[src/rtl/serial_rx_pkg.sv]
// Shared types and helpers for the serial byte receiver: FSM state encoding,
// default word width and the parity helper.
package serial_rx_pkg;

  typedef enum logic [2:0] {
    StIdle,
    StData,
    StParity,
    StStop,
    StWait
  } state_t;

  localparam int unsigned DefDataW = 8;
  localparam int unsigned MaxDataW = 16;

  // Parity bit that makes word+parity satisfy the requested sense.
  // Callers zero-extend narrower words; extra zeros do not change parity.
  function automatic logic calc_parity(input logic [MaxDataW-1:0] word, input logic odd);
    return odd ? ~(^word) : (^word);
  endfunction

endpackage

[src/rtl/serial_rx_hold.sv]
// Single-entry valid/ready holding register for recovered words.
// A commit into a full, unaccepted register is dropped and flagged as overrun.
module serial_rx_hold #(
  parameter int unsigned DATA_W = 8
) (
  input  logic              clk,
  input  logic              areset,
  input  logic              commit,
  input  logic [DATA_W-1:0] word,
  input  logic              out_ready,
  output logic [DATA_W-1:0] out_data,
  output logic              out_valid,
  output logic              overrun
);

  logic [DATA_W-1:0] data_q, data_d;
  logic              valid_q, valid_d;
  logic              overrun_q, overrun_d;

  always_comb begin
    data_d    = data_q;
    valid_d   = valid_q;
    overrun_d = 1'b0;
    if (commit) begin
      // A same-edge acceptance frees the slot for the incoming word.
      if (!valid_q || out_ready) begin
        data_d  = word;
        valid_d = 1'b1;
      end else begin
        overrun_d = 1'b1;
      end
    end else if (valid_q && out_ready) begin
      valid_d = 1'b0;
    end
  end

  always_ff @(posedge clk or negedge areset) begin
    if (!areset) begin
      data_q    <= '0;
      valid_q   <= 1'b0;
      overrun_q <= 1'b0;
    end else begin
      data_q    <= data_d;
      valid_q   <= valid_d;
      overrun_q <= overrun_d;
    end
  end

  assign out_data  = data_q;
  assign out_valid = valid_q;
  assign overrun   = overrun_q;

endmodule

[src/rtl/serial_byte_rx.sv]
// Serial frame receiver: start/data/parity/stop recovery at one bit per clock,
// with registered single-cycle framing, parity and overrun error pulses.
module serial_byte_rx
  import serial_rx_pkg::*;
#(
  parameter int unsigned DATA_W     = DefDataW,
  parameter int unsigned PARITY_EN  = 1,
  parameter int unsigned PARITY_ODD = 1
) (
  input  logic              clk,
  input  logic              areset,
  input  logic              in,
  output logic [DATA_W-1:0] out_data,
  output logic              out_valid,
  input  logic              out_ready,
  output logic              frame_err,
  output logic              parity_err,
  output logic              overrun,
  output logic              busy
);

  localparam int unsigned CntW = $clog2(DATA_W + 1);

  state_t            state_q, state_d;
  logic [CntW-1:0]   cnt_q, cnt_d;
  logic [DATA_W-1:0] shift_q, shift_d;
  logic [DATA_W:0]   shift_ext;
  logic              par_q, par_d;
  logic              frame_err_q, frame_err_d;
  logic              parity_err_q, parity_err_d;
  logic              parity_ok;
  logic              commit;

  assign parity_ok = (PARITY_EN == 0) ||
                     (calc_parity(MaxDataW'(shift_q), PARITY_ODD != 0) == par_q);

  // Bits arrive LSB first; after DATA_W right shifts the first bit sits in bit 0.
  assign shift_ext = {in, shift_q} >> 1;

  always_comb begin
    state_d      = state_q;
    cnt_d        = cnt_q;
    shift_d      = shift_q;
    par_d        = par_q;
    frame_err_d  = 1'b0;
    parity_err_d = 1'b0;
    commit       = 1'b0;
    unique case (state_q)
      StIdle: begin
        if (!in) begin
          state_d = StData;
          cnt_d   = '0;
        end
      end
      StData: begin
        shift_d = shift_ext[DATA_W-1:0];
        cnt_d   = cnt_q + 1'b1;
        if (cnt_q == CntW'(DATA_W - 1)) begin
          state_d = (PARITY_EN != 0) ? StParity : StStop;
        end
      end
      StParity: begin
        par_d   = in;
        state_d = StStop;
      end
      StStop: begin
        if (in) begin
          state_d = StIdle;
          if (parity_ok) begin
            commit = 1'b1;
          end else begin
            parity_err_d = 1'b1;
          end
        end else begin
          frame_err_d = 1'b1;
          state_d     = StWait;
        end
      end
      StWait: begin
        if (in) begin
          state_d = StIdle;
        end
      end
      default: state_d = StIdle;
    endcase
  end

  always_ff @(posedge clk or negedge areset) begin
    if (!areset) begin
      state_q      <= StIdle;
      cnt_q        <= '0;
      shift_q      <= '0;
      par_q        <= 1'b0;
      frame_err_q  <= 1'b0;
      parity_err_q <= 1'b0;
    end else begin
      state_q      <= state_d;
      cnt_q        <= cnt_d;
      shift_q      <= shift_d;
      par_q        <= par_d;
      frame_err_q  <= frame_err_d;
      parity_err_q <= parity_err_d;
    end
  end

  serial_rx_hold #(
    .DATA_W(DATA_W)
  ) u_hold (
    .clk      (clk),
    .areset   (areset),
    .commit   (commit),
    .word     (shift_q),
    .out_ready(out_ready),
    .out_data (out_data),
    .out_valid(out_valid),
    .overrun  (overrun)
  );

  assign frame_err  = frame_err_q;
  assign parity_err = parity_err_q;
  assign busy       = (state_q != StIdle);

endmodule

[config.mk]
export PLATFORM = sky130hd
export DESIGN_NAME = serial_byte_rx
export DESIGN_NICKNAME = d
export VERILOG_FILES = /design/src/rtl/serial_rx_pkg.sv /design/src/rtl/serial_rx_hold.sv /design/src/rtl/serial_byte_rx.sv
export SDC_FILE = /design/constraint.sdc
export NUM_CORES = 1
export LEC_CHECK = 0
export BUFFER_PORTS_ARGS = -buffer_cell sky130_fd_sc_hd__buf_2
export CAP_MARGIN = 10
export CORE_MARGIN = 2
export CORE_UTILIZATION = 49
export DETAILED_ROUTE_END_ITERATION = 8
export GPL_ROUTABILITY_DRIVEN = 1
export HOLD_SLACK_MARGIN = 0.08
export PLACE_DENSITY = 0.72
export SKIP_CTS_REPAIR_TIMING = 1
export SLEW_MARGIN = 20
export SYNTH_ARGS = -nofsm -noshare
export SYNTH_HDL_FRONTEND = slang
export SYNTH_SLANG_ARGS = --single-unit
export TNS_END_PERCENT = 1
[constraint.sdc]
create_clock -name clk -period 2 [get_ports clk]
set_clock_uncertainty 0.15 [all_clocks]
set_input_delay 0.2 -clock clk [delete_from_list [all_inputs] [get_ports clk]]
set_output_delay 0.2 -clock clk [all_outputs]
set_load 0.05 [all_outputs]
==> qor.yml <==
status: "finished, final reports clean"
p_switching_w: 0.00117
drt_iter0_drc: 3
num_rows: 18
portBuffers: 16
start_kind: "register"
finalHoldViolations: 0
cap_violations: 0
synthDistinctLibCells: 26
die_area_um2: 2930
swShare_pct: 38.4
clk-insertion-delay-late_ps: 330
r2r_cells: 5
post-route-cell-area_um2: 1550
synth_nets: 99
worstPathArrival_ps: 2070
fillCellCount: 198
tritoncts: "built"
grtUsageTotal_pct: 16.1
syn_inst: 94
die_height_um: 54.1
seq_area_um2: 702
setup_viol: 0
coreArea_um2: 2430
multi_input_area_um2: 532
holdWs_ps: 246
cts_buffers: 3
yosysWarnings: 0
cts_root_buf: "clkbuf_4"
area_growth_pct: 26.1
initial_utilization_pct: 50.6
ioPinCount: 17
avgSynthCellArea_um2: 13.1
required_ps: 2080
cts_sinks: 28
dieWidth_um: 54.1
firstDrtPassIters: 2
place_congestion: 0.749
layout_min_cycle_time_ps: 1990
peakVddDrop_v: 0.00121
p_leak_nw: 0.764
crit_cells: 5
crit_buf_inv: 1
routed_wl_mm: 2.19
dp_hpwl_mm: 1.50
synth_flop_cell: "dfrtp_1"
finalSetupTns_ps: 0
pwr-share-comb_pct: 56.6
grt_start_max_net_pins: 29
vias_per_cell: 5.19
endpoint_kind: "register"
fin_crit_sh_pct: 99.6
finalNonFillerCells: 157
async_flop_share_pct: 100
vias: 815
grt_pass1_vias: 736
path_clk_slew_ps: 150
dp_cells: 146
crit_path_top_delay_cell: "xnor3_2"
drive_gt1_share_pct: 44.1
synth_top_cell_by_area: "dfrtp_1"
antenna_found_initial: 0
antenna_left: 0
wl_per_cell_um: 14.0
relSlewSlack_pct: 58.9
internal_power_w: 0.00188
layout.nets: 133
crit_type: "register to register"
finalPower_w: 0.00305
tightest_slew_ps: 616
synth_most_common_cell: "dfrtp_1"
clockBufferDepth: 2
ys_ff_latch: 28
placed_cell_area_um2: 1400
syn_area_um2: 1230
seq_power_share_pct: 31.4
grt_remaining_overflow: 0
synth_top_area_share_pct: 57.0
drc_errors: 0
synth.area.top_cells: "dfrtp_1 (57%), mux2_2 (16%), xnor2_1 (2.1%)"
grt_pass1_wl_mm: 3.26
synth-edff-count: 0
diodes: 0
synthTopCellsByCount: "dfrtp_1 (28), mux2_2 (17), o21ai_0 (5)"
critPathMaxStageDelay_ps: 440
pwr-share-clk_pct: 12.1
rsz0062_at_grt: "true"
path_cells: "xor2_1 -> xnor3_2 -> mux2i_4 -> buf_12 -> mux2_2"
cp_top_family: "XOR/XNOR gates"
hold_class: "input pin to async pin"
fmax_ghz: 0.502
htreeDepth: 1
powerDensity_nw_per_um2: 1970
seq_area_frac_synth_pct: 57.0
path_max_fanout: 8
final-max-slew-violation-count: 0
-- cells in the final DEF, fill, tap and decap left out, drive strengths merged --
cell,instances
dfrtp,28
buf,28
mux2,17
o21ai,5
inv,4
nor2,4
a21oi,4
nor3,4
or3,3
nand3,3
clkbuf,3
dlygate4sd3,3
xnor2,3
nor2b,2
a22o,2
nand2,2
xnor3,2
nand2b,1
nand4b,1
xor2,1
nor3b,1
mux2i,1
nand3b,1
a31oi,1
nor4,1
ha,1
bufinv,1
-- cells by family (layout without fill, tap and decap cells) --
group | count (synthesis) | count (layout) | share of synthesized area [%]
AND/OR/NAND/NOR | 23 | 23 | 10.6
XOR/XNOR | 6 | 6 | 6.61
adder cells (fa/ha/maj) | 1 | 1 | 1.02
buffers and inverters | 6 | 39 | 1.83
multiplexers | 18 | 18 | 17.4
AO/OA/AOI/OAI | 12 | 12 | 5.60
flip-flops | 28 | 28 | 57.0
-- area by class of cell --
class | count | area share [%]
Inverter | 4 | 0.968
Clock inverter | 1 | 1.94
Timing Repair Buffer | 31 | 13.7
Multi-Input combinational cell | 60 | 34.3
Clock buffer | 3 | 1.45
Sequential cell | 28 | 45.2
Tap cell | 30 | 2.42
-- power groups by stage --
stage                     logic [W]  clock network [W]  registers (W)
after floorplan            0.000965                  0        0.00119
after global placement      0.00152                  0       0.000947
after detailed placement    0.00157                  0       0.000961
after CTS                   0.00157           0.000377       0.000948
after global routing        0.00186           0.000397       0.000991
final                       0.00173           0.000368       0.000958
-- worst register-to-register path: cells and delay by family, from the launching register on --
family / cells / cell delay (ps)
XOR/XNOR: 2 / 600
multiplexers: 2 / 590
flip-flops: 1 / 420
buffers and inverters: 1 / 150
-- sequential cells by signal (all words and copies together) (netlist names) --
| name | count |
|---|---|
| shift_q | 8 |
| u_hold.overrun | 1 |
| cnt_q | 4 |
| frame_err | 1 |
| u_hold.out_valid | 1 |
| par_q | 1 |
| u_hold.out_data | 8 |
| state_q | 3 |
| parity_err | 1 |
-- final timing paths --
check / start / endpoint / slack, ps
max: shift_q[2]$_DFFE_PN0P_ / u_hold.out_data[5]$_DFFE_PN0P_ / 9
min: areset / u_hold.out_data[4]$_DFFE_PN0P_ / 250
max reg2reg: shift_q[2]$_DFFE_PN0P_ / u_hold.out_data[5]$_DFFE_PN0P_ / 9
min reg2reg: u_hold.out_data[7]$_DFFE_PN0P_ / u_hold.out_data[7]$_DFFE_PN0P_ / 370
max in group asynchronous: areset / shift_q[7]$_DFFE_PN0P_ / 1020
min in group clk: u_hold.out_data[7]$_DFFE_PN0P_ / u_hold.out_data[7]$_DFFE_PN0P_ / 370
-- per-layer routing --
layer  share of wire, %  wire [um]  up-vias  track usage (%)
li1                   -          -      401                -
met1                 45        995      404             19.5
met2                 52       1140        8             28.0
met3                2.0         43        2             2.50
met4               0.68         15        0             7.50
met5                  0          0        -                0
-- metrics by stage --
step / setup slack, ps / util, %
2_1_floorplan: 55.4 / -
3_3_place_gp: -0.834 / 57.6
3_5_place_dp: -50.0 / 57.6
4_1_cts: -74.0 / 59.7
5_1_grt: -52.3 / 63.8
6_report: 8.99 / 63.8
Note: power is estimated with default switching activity, not from simulation.
